--- src/rtl/uart_rx_pkg.sv ---
// uart_rx_pkg
// Shared definitions for the UART receiver frame controller:
//   - rx_state_e     : receive FSM state encoding
//   - DATA_WIDTH_DEF : default number of data bits per frame
//   - PRESCALE_8/16/32 : legal oversampling ratios
package uart_rx_pkg;

  typedef enum logic [2:0] {
    IDLE   = 3'd0,
    START  = 3'd1,
    DATA   = 3'd2,
    PARITY = 3'd3,
    STOP   = 3'd4,
    DONE   = 3'd5
  } rx_state_e;

  localparam int DATA_WIDTH_DEF = 8;

  localparam int PRESCALE_8  = 8;
  localparam int PRESCALE_16 = 16;
  localparam int PRESCALE_32 = 32;

endpackage

--- src/rtl/uart_rx_edge_bit_counter.sv ---
// uart_rx_edge_bit_counter
// Oversample edge counter and frame bit counter for the UART receiver.
// edge_cnt runs 0..prescale-1 while cnt_en is high; its wrap advances
// bit_cnt. cnt_clr (FSM-driven) zeroes both and takes priority over cnt_en.
// Ports:
//   CLK, RST           clock, synchronous active-high reset
//   cnt_en             count enable (FSM busy)
//   cnt_clr            clear both counters
//   prescale           latched oversampling ratio
//   edge_cnt, bit_cnt  counter values
//   at_last            edge_cnt == prescale-1 (last edge of the bit)
//   at_chk             edge_cnt == prescale/2+2 (sampler result is stable)
module uart_rx_edge_bit_counter #(
  parameter int PRESCALE_WIDTH = 6
) (
  input  logic                      CLK,
  input  logic                      RST,
  input  logic                      cnt_en,
  input  logic                      cnt_clr,
  input  logic [PRESCALE_WIDTH-1:0] prescale,
  output logic [PRESCALE_WIDTH-1:0] edge_cnt,
  output logic [3:0]                bit_cnt,
  output logic                      at_last,
  output logic                      at_chk
);

  logic [PRESCALE_WIDTH-1:0] edge_cnt_reg;
  logic [3:0]                bit_cnt_reg;
  logic [PRESCALE_WIDTH-1:0] last_edge;
  logic [PRESCALE_WIDTH-1:0] chk_edge;

  assign last_edge = prescale - PRESCALE_WIDTH'(1);
  assign chk_edge  = (prescale >> 1) + PRESCALE_WIDTH'(2);

  assign at_last = (edge_cnt_reg == last_edge);
  assign at_chk  = (edge_cnt_reg == chk_edge);

  always_ff @(posedge CLK) begin
    if (RST) begin
      edge_cnt_reg <= '0;
      bit_cnt_reg  <= '0;
    end else if (cnt_clr) begin
      edge_cnt_reg <= '0;
      bit_cnt_reg  <= '0;
    end else if (cnt_en) begin
      if (at_last) begin
        edge_cnt_reg <= '0;
        bit_cnt_reg  <= bit_cnt_reg + 4'd1;
      end else begin
        edge_cnt_reg <= edge_cnt_reg + PRESCALE_WIDTH'(1);
      end
    end
  end

  assign edge_cnt = edge_cnt_reg;
  assign bit_cnt  = bit_cnt_reg;

endmodule

--- src/rtl/uart_rx_ctrl.sv ---
// uart_rx_ctrl
// Frame-sequencing controller for the UART receiver. Runs the receive FSM
// (IDLE, START, DATA, PARITY, STOP, DONE), owns the oversampling counters,
// issues one-cycle check/shift pulses at edge CHK = p/2+2 and raises
// data_valid in DONE for a frame with no captured parity/stop error.
// Optional build macro: UART_RX_ERR_FLAGS_EN adds par_err_flag/stp_err_flag.
// Ports:
//   CLK, RST         clock, synchronous active-high reset
//   RX_IN            serial line (idle high), examined only in IDLE and DONE
//   PAR_EN           parity bit present (latched at frame start)
//   Prescale         oversampling ratio 8/16/32 (latched at frame start)
//   strt_glitch, par_err, stp_err  registered checker results
//   edge_cnt, bit_cnt               counter values
//   dat_samp_en      sampler enable level (== busy)
//   deser_en, strt_chk_en, par_chk_en, stp_chk_en  one-cycle pulses
//   data_valid       one-cycle pulse for a good frame
//   busy             high outside IDLE
//   par_err_flag, stp_err_flag  (macro only) per-frame error pulses in DONE
module uart_rx_ctrl
  import uart_rx_pkg::*;
#(
  parameter int DATA_WIDTH     = DATA_WIDTH_DEF,
  parameter int PRESCALE_WIDTH = 6
) (
  input  logic                      CLK,
  input  logic                      RST,
  input  logic                      RX_IN,
  input  logic                      PAR_EN,
  input  logic [PRESCALE_WIDTH-1:0] Prescale,
  input  logic                      strt_glitch,
  input  logic                      par_err,
  input  logic                      stp_err,
  output logic [PRESCALE_WIDTH-1:0] edge_cnt,
  output logic [3:0]                bit_cnt,
  output logic                      dat_samp_en,
  output logic                      deser_en,
  output logic                      strt_chk_en,
  output logic                      par_chk_en,
  output logic                      stp_chk_en,
  output logic                      data_valid,
  output logic                      busy
`ifdef UART_RX_ERR_FLAGS_EN
  ,
  output logic                      par_err_flag,
  output logic                      stp_err_flag
`endif
);

  rx_state_e                 state_reg, state_next;
  logic [PRESCALE_WIDTH-1:0] p_q_reg;
  logic                      par_q_reg;
  // Per-frame sticky error captures; their OR is the frame error.
  logic                      par_seen_reg;
  logic                      stp_seen_reg;

  logic cnt_en, cnt_clr;
  logic at_last, at_chk;

  uart_rx_edge_bit_counter #(
    .PRESCALE_WIDTH (PRESCALE_WIDTH)
  ) u_counter (
    .CLK      (CLK),
    .RST      (RST),
    .cnt_en   (cnt_en),
    .cnt_clr  (cnt_clr),
    .prescale (p_q_reg),
    .edge_cnt (edge_cnt),
    .bit_cnt  (bit_cnt),
    .at_last  (at_last),
    .at_chk   (at_chk)
  );

  always_comb begin
    state_next  = state_reg;
    deser_en    = 1'b0;
    strt_chk_en = 1'b0;
    par_chk_en  = 1'b0;
    stp_chk_en  = 1'b0;
    data_valid  = 1'b0;
    busy        = (state_reg != IDLE);

    case (state_reg)
      IDLE: begin
        if (!RX_IN) state_next = START;
      end
      START: begin
        strt_chk_en = at_chk;
        if (at_last) state_next = strt_glitch ? IDLE : DATA;
      end
      DATA: begin
        deser_en = at_chk;
        // bit_cnt is 1..DATA_WIDTH across the data bits (start bit is 0).
        if (at_last && (bit_cnt == 4'(DATA_WIDTH)))
          state_next = par_q_reg ? PARITY : STOP;
      end
      PARITY: begin
        par_chk_en = at_chk;
        if (at_last) state_next = STOP;
      end
      STOP: begin
        stp_chk_en = at_chk;
        if (at_last) state_next = DONE;
      end
      DONE: begin
        data_valid = ~(par_seen_reg | stp_seen_reg);
        // A low line here is the next start bit, taken one cycle late.
        state_next = RX_IN ? IDLE : START;
      end
      default: state_next = IDLE;
    endcase
  end

  assign dat_samp_en = busy;
  assign cnt_en      = busy;
  // Counters read zero throughout IDLE and restart from zero on every
  // START entry (from IDLE or straight from DONE).
  assign cnt_clr     = (state_next == IDLE) || (state_reg == IDLE) || (state_reg == DONE);

  always_ff @(posedge CLK) begin
    if (RST) begin
      state_reg    <= IDLE;
      p_q_reg      <= PRESCALE_WIDTH'(PRESCALE_8);
      par_q_reg    <= 1'b0;
      par_seen_reg <= 1'b0;
      stp_seen_reg <= 1'b0;
    end else begin
      state_reg <= state_next;
      // Frame parameters are frozen only when leaving IDLE; a back-to-back
      // frame from DONE reuses the previous frame's settings.
      if ((state_reg == IDLE) && (state_next == START)) begin
        p_q_reg   <= Prescale;
        par_q_reg <= PAR_EN;
      end
      if (state_reg == DONE) begin
        par_seen_reg <= 1'b0;
        stp_seen_reg <= 1'b0;
      end else begin
        if ((state_reg == PARITY) && at_last && par_err) par_seen_reg <= 1'b1;
        if ((state_reg == STOP) && at_last && stp_err)   stp_seen_reg <= 1'b1;
      end
    end
  end

`ifdef UART_RX_ERR_FLAGS_EN
  assign par_err_flag = (state_reg == DONE) && par_seen_reg;
  assign stp_err_flag = (state_reg == DONE) && stp_seen_reg;
`endif

endmodule
--- config.mk ---
export PLATFORM = sky130hd
export DESIGN_NAME = uart_rx_ctrl
export DESIGN_NICKNAME = d
export VERILOG_FILES = /design/src/rtl/uart_rx_pkg.sv /design/src/rtl/uart_rx_edge_bit_counter.sv /design/src/rtl/uart_rx_ctrl.sv
export SDC_FILE = /design/constraint.sdc
export NUM_CORES = 1
export LEC_CHECK = 0
export CAP_MARGIN = 20
export CORE_UTILIZATION = 46
export DETAILED_ROUTE_END_ITERATION = 8
export GPL_ROUTABILITY_DRIVEN = 0
export PLACE_DENSITY = 0.75
export SYNTH_ARGS = -nofsm -noshare
export SYNTH_HDL_FRONTEND = slang
export SYNTH_SLANG_ARGS = --single-unit
--- constraint.sdc ---
create_clock -name CLK -period 1.97 [get_ports CLK]
set_clock_uncertainty 0.05 [all_clocks]
set_input_delay 0.394 -clock CLK [delete_from_list [all_inputs] [get_ports CLK]]
set_output_delay 0.394 -clock CLK [all_outputs]
set_load 0.02 [all_outputs]
### Yosys cells after proc, flatten, opt, wreduce, memory -nomap -nowiden

Index checks and enable logic that the tools add are counted.

* eq/ne operators: 9
* bitwise gates (word level): 2
* add/subtract/negate cells: 4
* multiplexer cells: 15
* reduce and logical (&&, ||, !) cells: 14

Operator list (count)
* two-way mux 3 bit: 6
* one-hot mux 3 bit (6 select lines): 1
* equality test 6 bit: 2
* adder 5 x 2 -> 6 bit (second input constant): 1
* adder 6 x 1 -> 6 bit (second input constant): 1
* equality test 3 x 1 -> 1 bit (second input constant): 2
* equality test 3 x 2 -> 1 bit (second input constant): 2
* equality test 3 bit (second input constant): 2
* logical AND 1 bit: 6
* logical NOT 3 bit: 2
* two-way mux 1 bit: 6
* two-way mux 6 bit: 1
* subtractor 6 x 1 -> 6 bit (second input constant): 1
* adder 4 x 1 -> 4 bit (second input constant): 1
* equality test 4 bit (second input constant): 1
* OR reduction 2 bit: 2
* nonzero test 3 bit: 1
* logical OR 1 bit: 2
* two-way mux 2 bit: 1
* AND reduction 2 bit: 1
* inverter 1 bit: 1
* OR 1 bit: 1

* register bits after elaboration: 22
* bits of input ports: 13

### Longest topological paths before layout

* word-level depth: 9
* depth in mapped cells: 8

### Modules after synthesis

Synthesis repeated with hierarchy kept, for this count alone.

* cell total of the unflattened synthesis: 168
* area, all modules: 1465.2 um^2

Modules (own cells, without submodules)
* uart_rx_edge_bit_counter: cells each 99, area an instance 837.1 um^2, instances 1
* uart_rx_ctrl: cells each 69, area an instance 628.1 um^2, instances 1

### Worst setup path before layout

No wires, ideal clock.

* path type: flip-flop to output port
* start point: reg p_q_reg[2]
* end point: out strt_chk_en
* slack: -0.466 ns
* cell stages (with the launch flop): 8
* path buffers: 1
* arrival time: 1.992 ns
* cells stage by stage: dfxtp_1 > buf_6 > inv_1 > ha_1 > xor2_1 > nor3_1 > nand3_1 > nor4b_1

* word-level cells in the longest chain between the ends: 3

RTL lines
* start, declared: RTL line uart_rx_ctrl.sv:50 `logic [PRESCALE_WIDTH-1:0] p_q_reg;`
* start signal, assigned: RTL line uart_rx_ctrl.sv:122 `p_q_reg <= PRESCALE_WIDTH'(PRESCALE_8);`
* start signal, assigned: RTL line uart_rx_ctrl.sv:131 `p_q_reg <= Prescale;`
* adder 5 x 2 -> 6 bit: RTL line uart_rx_edge_bit_counter.sv:33 `assign chk_edge = (prescale >> 1) + PRESCALE_WIDTH'(2);`
* equality test 6 bit: RTL line uart_rx_edge_bit_counter.sv:36 `assign at_chk = (edge_cnt_reg == chk_edge);`
* two-way mux 1 bit: RTL line uart_rx_ctrl.sv:82 `case (state_reg)`
* end, declared: RTL line uart_rx_ctrl.sv:37 `output logic strt_chk_en,`

No other way between the ends.

### Worst setup path after layout

Ends and elaborated chain as after synthesis.

==> PnR_summary.wiki <==
{| class="wikitable"
! Metric !! Value
|-
| Maximum buffer depth of the clock tree || 2
|-
| Number of antenna-violating nets in the routed design || 0
|-
| Via-to-Cell Ratio || about 5.7
|-
| Prevailing post-synth register cell || sky130_fd_sc_hd__dfxtp_1
|-
| Top-count cell post-synth || sky130_fd_sc_hd__dfxtp_1
|-
| Combinational group share of total power || 0.379
|-
| Initial antenna violation count || 0
|-
| Lkg Pwr || 0.9766 nW
|-
| Startpoint type of the worst setup path || register
|-
| End of the worst hold path || u_counter.bit_cnt[2]
|-
| Worst hold path type || reg2reg
|-
| Area of the die || 3491 µm²
|-
| Launching point of the worst reg2reg path || p_q_reg[0]
|-
| All-Layer GR Usage || 0.2945
|-
| Worst R2R Setup Slack || -0.05 ns
|-
| Half-perimeter wire length of the detailed placement result || 3242 µm
|-
| Depth of the worst register-to-register path || 7
|-
| Part of the power in the clock network || 0.194
|-
| Slowest-stage cell, CP || sky130_fd_sc_hd__dfxtp_4
|-
| Clock insertion delay at the later pin of the skew report || between 0.3 and 0.4 ns
|-
| Critical path fanouts, max || 4
|-
| Overall die width || 59.09 µm
|-
| Growth of design area from synthesis to finish || 56.34%
|-
| Number of placed instances, taps included || 281
|-
| Share of cells above drive strength 1 || 0.3580
|-
| RSZ-0062 raised after global routing || true
|-
| Min Tclk post-route || 2.329 ns
|-
| Failing checks || setup timing
|-
| Flop and latch count out of synthesis || 22
|-
| Critical path data arrival time || ~1.9 ns
|-
| Worst ir drop on vdd || 0.3076 mV
|-
| Relative max-transition margin || 0.7193
|-
| Number of levels in the clock H-tree || 1
|-
| Pin count of the biggest net entering global routing || 13
|-
| Yosys warning total || 0
|-
| Gate count after technology mapping || 184
|-
| Top cell types by occurrence after synthesis || sky130_fd_sc_hd__dfxtp_1 (22), sky130_fd_sc_hd__a21oi_1 (17), sky130_fd_sc_hd__nor2_1 (13), sky130_fd_sc_hd__nand2_1 (11)
|-
| First-pass iteration count of the detailed router || 4
|-
| Count of pins over their slew limit || 0
|-
| Maximum cell stage delay along the critical path || 0.40 ns
|-
| Routed wire length per instance || 16.94 µm
|-
| Cells along the critical path || ha_4, xor2_4, nand2_2, o22ai_2, nand3_4, nor4b_4, buf_4
|-
| Clock Root Buffer || sky130_fd_sc_hd__clkbuf_4
|-
| Number of buffer cells added on primary ports || 29
|-
| Count of standard-cell rows || 20
|-
| Share of the synthesized area in the top cell type || 0.2938
|-
| Synth area leaders || sky130_fd_sc_hd__dfxtp_1 (29%), sky130_fd_sc_hd__ha_1 (5.8%), sky130_fd_sc_hd__xor2_1 (5.8%), sky130_fd_sc_hd__a21oi_1 (5.7%), sky130_fd_sc_hd__xnor2_1 (4.7%)
|-
| Timing-limited maximum frequency || 429.5 MHz
|-
| Total via count after detailed routing || roughly 1600
|-
| R2R Path End || state_reg[0]
|-
| Slew of the pin with the lowest slew margin || 0.4198 ns
|-
| Sw Pwr || between 0.0003 and 0.0004 W
|-
| Initial Util || 0.4870
|-
| Total of max-cap violations || 0
|-
| Average size of a mapped cell || 8.146 µm²
|-
| Post-route DRC violation count || 0
|-
| Final worst path period share || 1.182
|-
| Final cell count without fillers || 287
|-
| Hold depth || 2
|-
| Number of enable flip-flop cells after synthesis || 0
|-
| GRT Residual Overflow || 0
|-
| Setup violations, final || 15
|-
| Detailed router's first-iteration violation count || 88
|-
| Crit path kind || reg2out
|-
| Final std cell area, no fill || approximately 2300 µm²
|-
| Yosys cell types || 40
|-
| Crit path required time || 1.53 ns
|-
| Net switching share of the total power || 0.3559
|-
| Worst Hold Launch || u_counter.bit_cnt[2]
|-
| Internal power consumption || 0.0007216 W
|-
| Final-layout setup total negative slack || -1.385 ns
|-
| Cell Area, Placed || ~2100 µm²
|-
| Sequential area share after synthesis || 0.2938
|-
| Clock buffers created by TritonCTS || 3
|-
| Library cell occupying the most area in the post-synthesis netlist || sky130_fd_sc_hd__dfxtp_1
|-
| Die height || 59.09 µm
|-
| Kind of end point of the critical path || output pin
|-
| Outcome || complete, but fails checks
|-
| Wire length of the first global-routing pass || 7659 µm
|-
| Proportion of register bits with asynchronous set or reset after synthesis || 0
|-
| Number of clock sinks || 22
|-
| Count of filler cells inserted in the layout || 216
|-
| Post-synth net total || 204
|-
| Worst Slack Setup Final || -0.3585 ns
|-
| Sequential cell fraction of total power || 0.427
|-
| Number of I/O pins || 30
|-
| Area inside the core boundary || around 3100 µm²
|-
| Number of global-route vias before repair || 1613
|-
| Post-CTS clock slew at the launch and capture registers of the worst setup and hold paths || around 0.12 ns
|-
| Net total in the final layout || 265
|-
| CTS tree || yes
|-
| Netlist Area Pre-Place || 1499 µm²
|-
| Number of diodes added for antenna fixing || 0
|-
| Final Routed Wirelength || roughly 5000 µm
|-
| Count of endpoints failing hold in the final timing report || 0
|-
| Power density normalized to cell area || between 400 and 500 nW/µm²
|}
worst max-delay path, delay by kind of cell, from the launching register on:
family / cells / cell delay, ns
AO/OA/AOI/OAI: 1 / 0.21
AND/OR/NAND/NOR: 3 / 0.42
XOR/XNOR: 1 / 0.19
flip-flops: 1 / 0.40
adder cells (fa/ha/maj): 1 / 0.17
buffers and inverters: 1 / 0.17
logic make-up (layout without fill, tap and decap cells):
family                     after synthesis  count (layout)  synth area share
AOI/OAI and AO/OA                       43              43            0.1878
xor gates and xnor gates                19              19            0.1160
adders and majority gates                7               7           0.05843
buffers and inverters                   22              81           0.07346
DFF                                     22              22            0.2938
muxes                                    2               2           0.01336
and+or+nand+nor                         69              69            0.2571
how the worst max path moves through the flow:
stage               slack [ns]     endpoint  startpoint
floorplan                -0.02  strt_chk_en  p_q_reg[2]
global placement         -0.54  strt_chk_en  p_q_reg[2]
detailed placement       -0.63  strt_chk_en  p_q_reg[2]
CTS                      -0.36  strt_chk_en  p_q_reg[2]
global route             -0.47  strt_chk_en  p_q_reg[2]
finish                   -0.36  strt_chk_en  p_q_reg[2]
through the flow:
step	setup slack [ns]	hold WS [ns]	utilization	power (W)
floorplan	-0.01947	0.4167	-	0.0006815
global route	-0.4660	0.4930	0.7614	0.001163
CTS	-0.3622	0.4560	0.7199	0.001066
global placement	-0.5375	0.4275	0.6768	0.0008161
detailed placement	-0.6306	0.4438	0.6768	0.0008280
finish	-0.3585	0.4724	0.7614	0.001120
power groups by stage:
stage / clock (W) / sequential [W] / combinational [W]
floorplan: 0 / 0.000491 / 0.000190
global placement: 0 / 0.000486 / 0.000330
detailed placement: 0 / 0.000488 / 0.000340
CTS: 0.000218 / 0.000478 / 0.000370
global route: 0.000232 / 0.000481 / 0.000450
finish: 0.000217 / 0.000479 / 0.000424
cell type report:
| cell class | count | area [µm²] | area share |
|---|---|---|---|
| timing repair buffer | 68 | 579.3 | 0.2472 |
| inverter | 10 | 42.54 | 0.01815 |
| sequential | 22 | 455.4 | 0.1943 |
| tap | 44 | 55.05 | 0.02349 |
| multi-input combinational | 140 | 1189 | 0.5072 |
| clock buffer | 3 | 22.52 | 0.009610 |
layout by cell type (no fill, tap or decap), drive strengths merged:
cell type and n:
a21o 2, a21oi 17, o21bai 1, o21ai 5, nand2 11, buf 45, xnor2 9, dlymetal6s2s 4
o41ai 5, or3 3, o22ai 1, a21boi 3, nor4b 1, clkdlybuf4s50 18, nor3 12, xor2 10
nor3b 2, nand2b 3, inv 10, a211oi 4, mux2i 2, nand4 10, dfxtp 22, and2 1
and3b 1, clkbuf 4, o211ai 2, ha 7, o31ai 1, a41o 1, nand3 6, nor2b 2
nand3b 1, nor2 13, a31oi 1, and3 3
per-layer routing:
metal | GRT usage | share of wire
met1 | 0.3464 | 0.41
met3 | 0.06550 | 0.068
met4 | 0.1293 | 0.028
met5 | 0 | 0
met2 | 0.5114 | 0.49
timing repair:
item | CTS | global route
gates cloned | 0 | 0
pin swaps | 13 | 11
hold buffers | 0 | 0
setup endpoints to repair | 20 | 21
resized for setup | 48 | 30
buffers inserted | 2 | 1
Note: power is estimated with default switching activity, not from simulation.
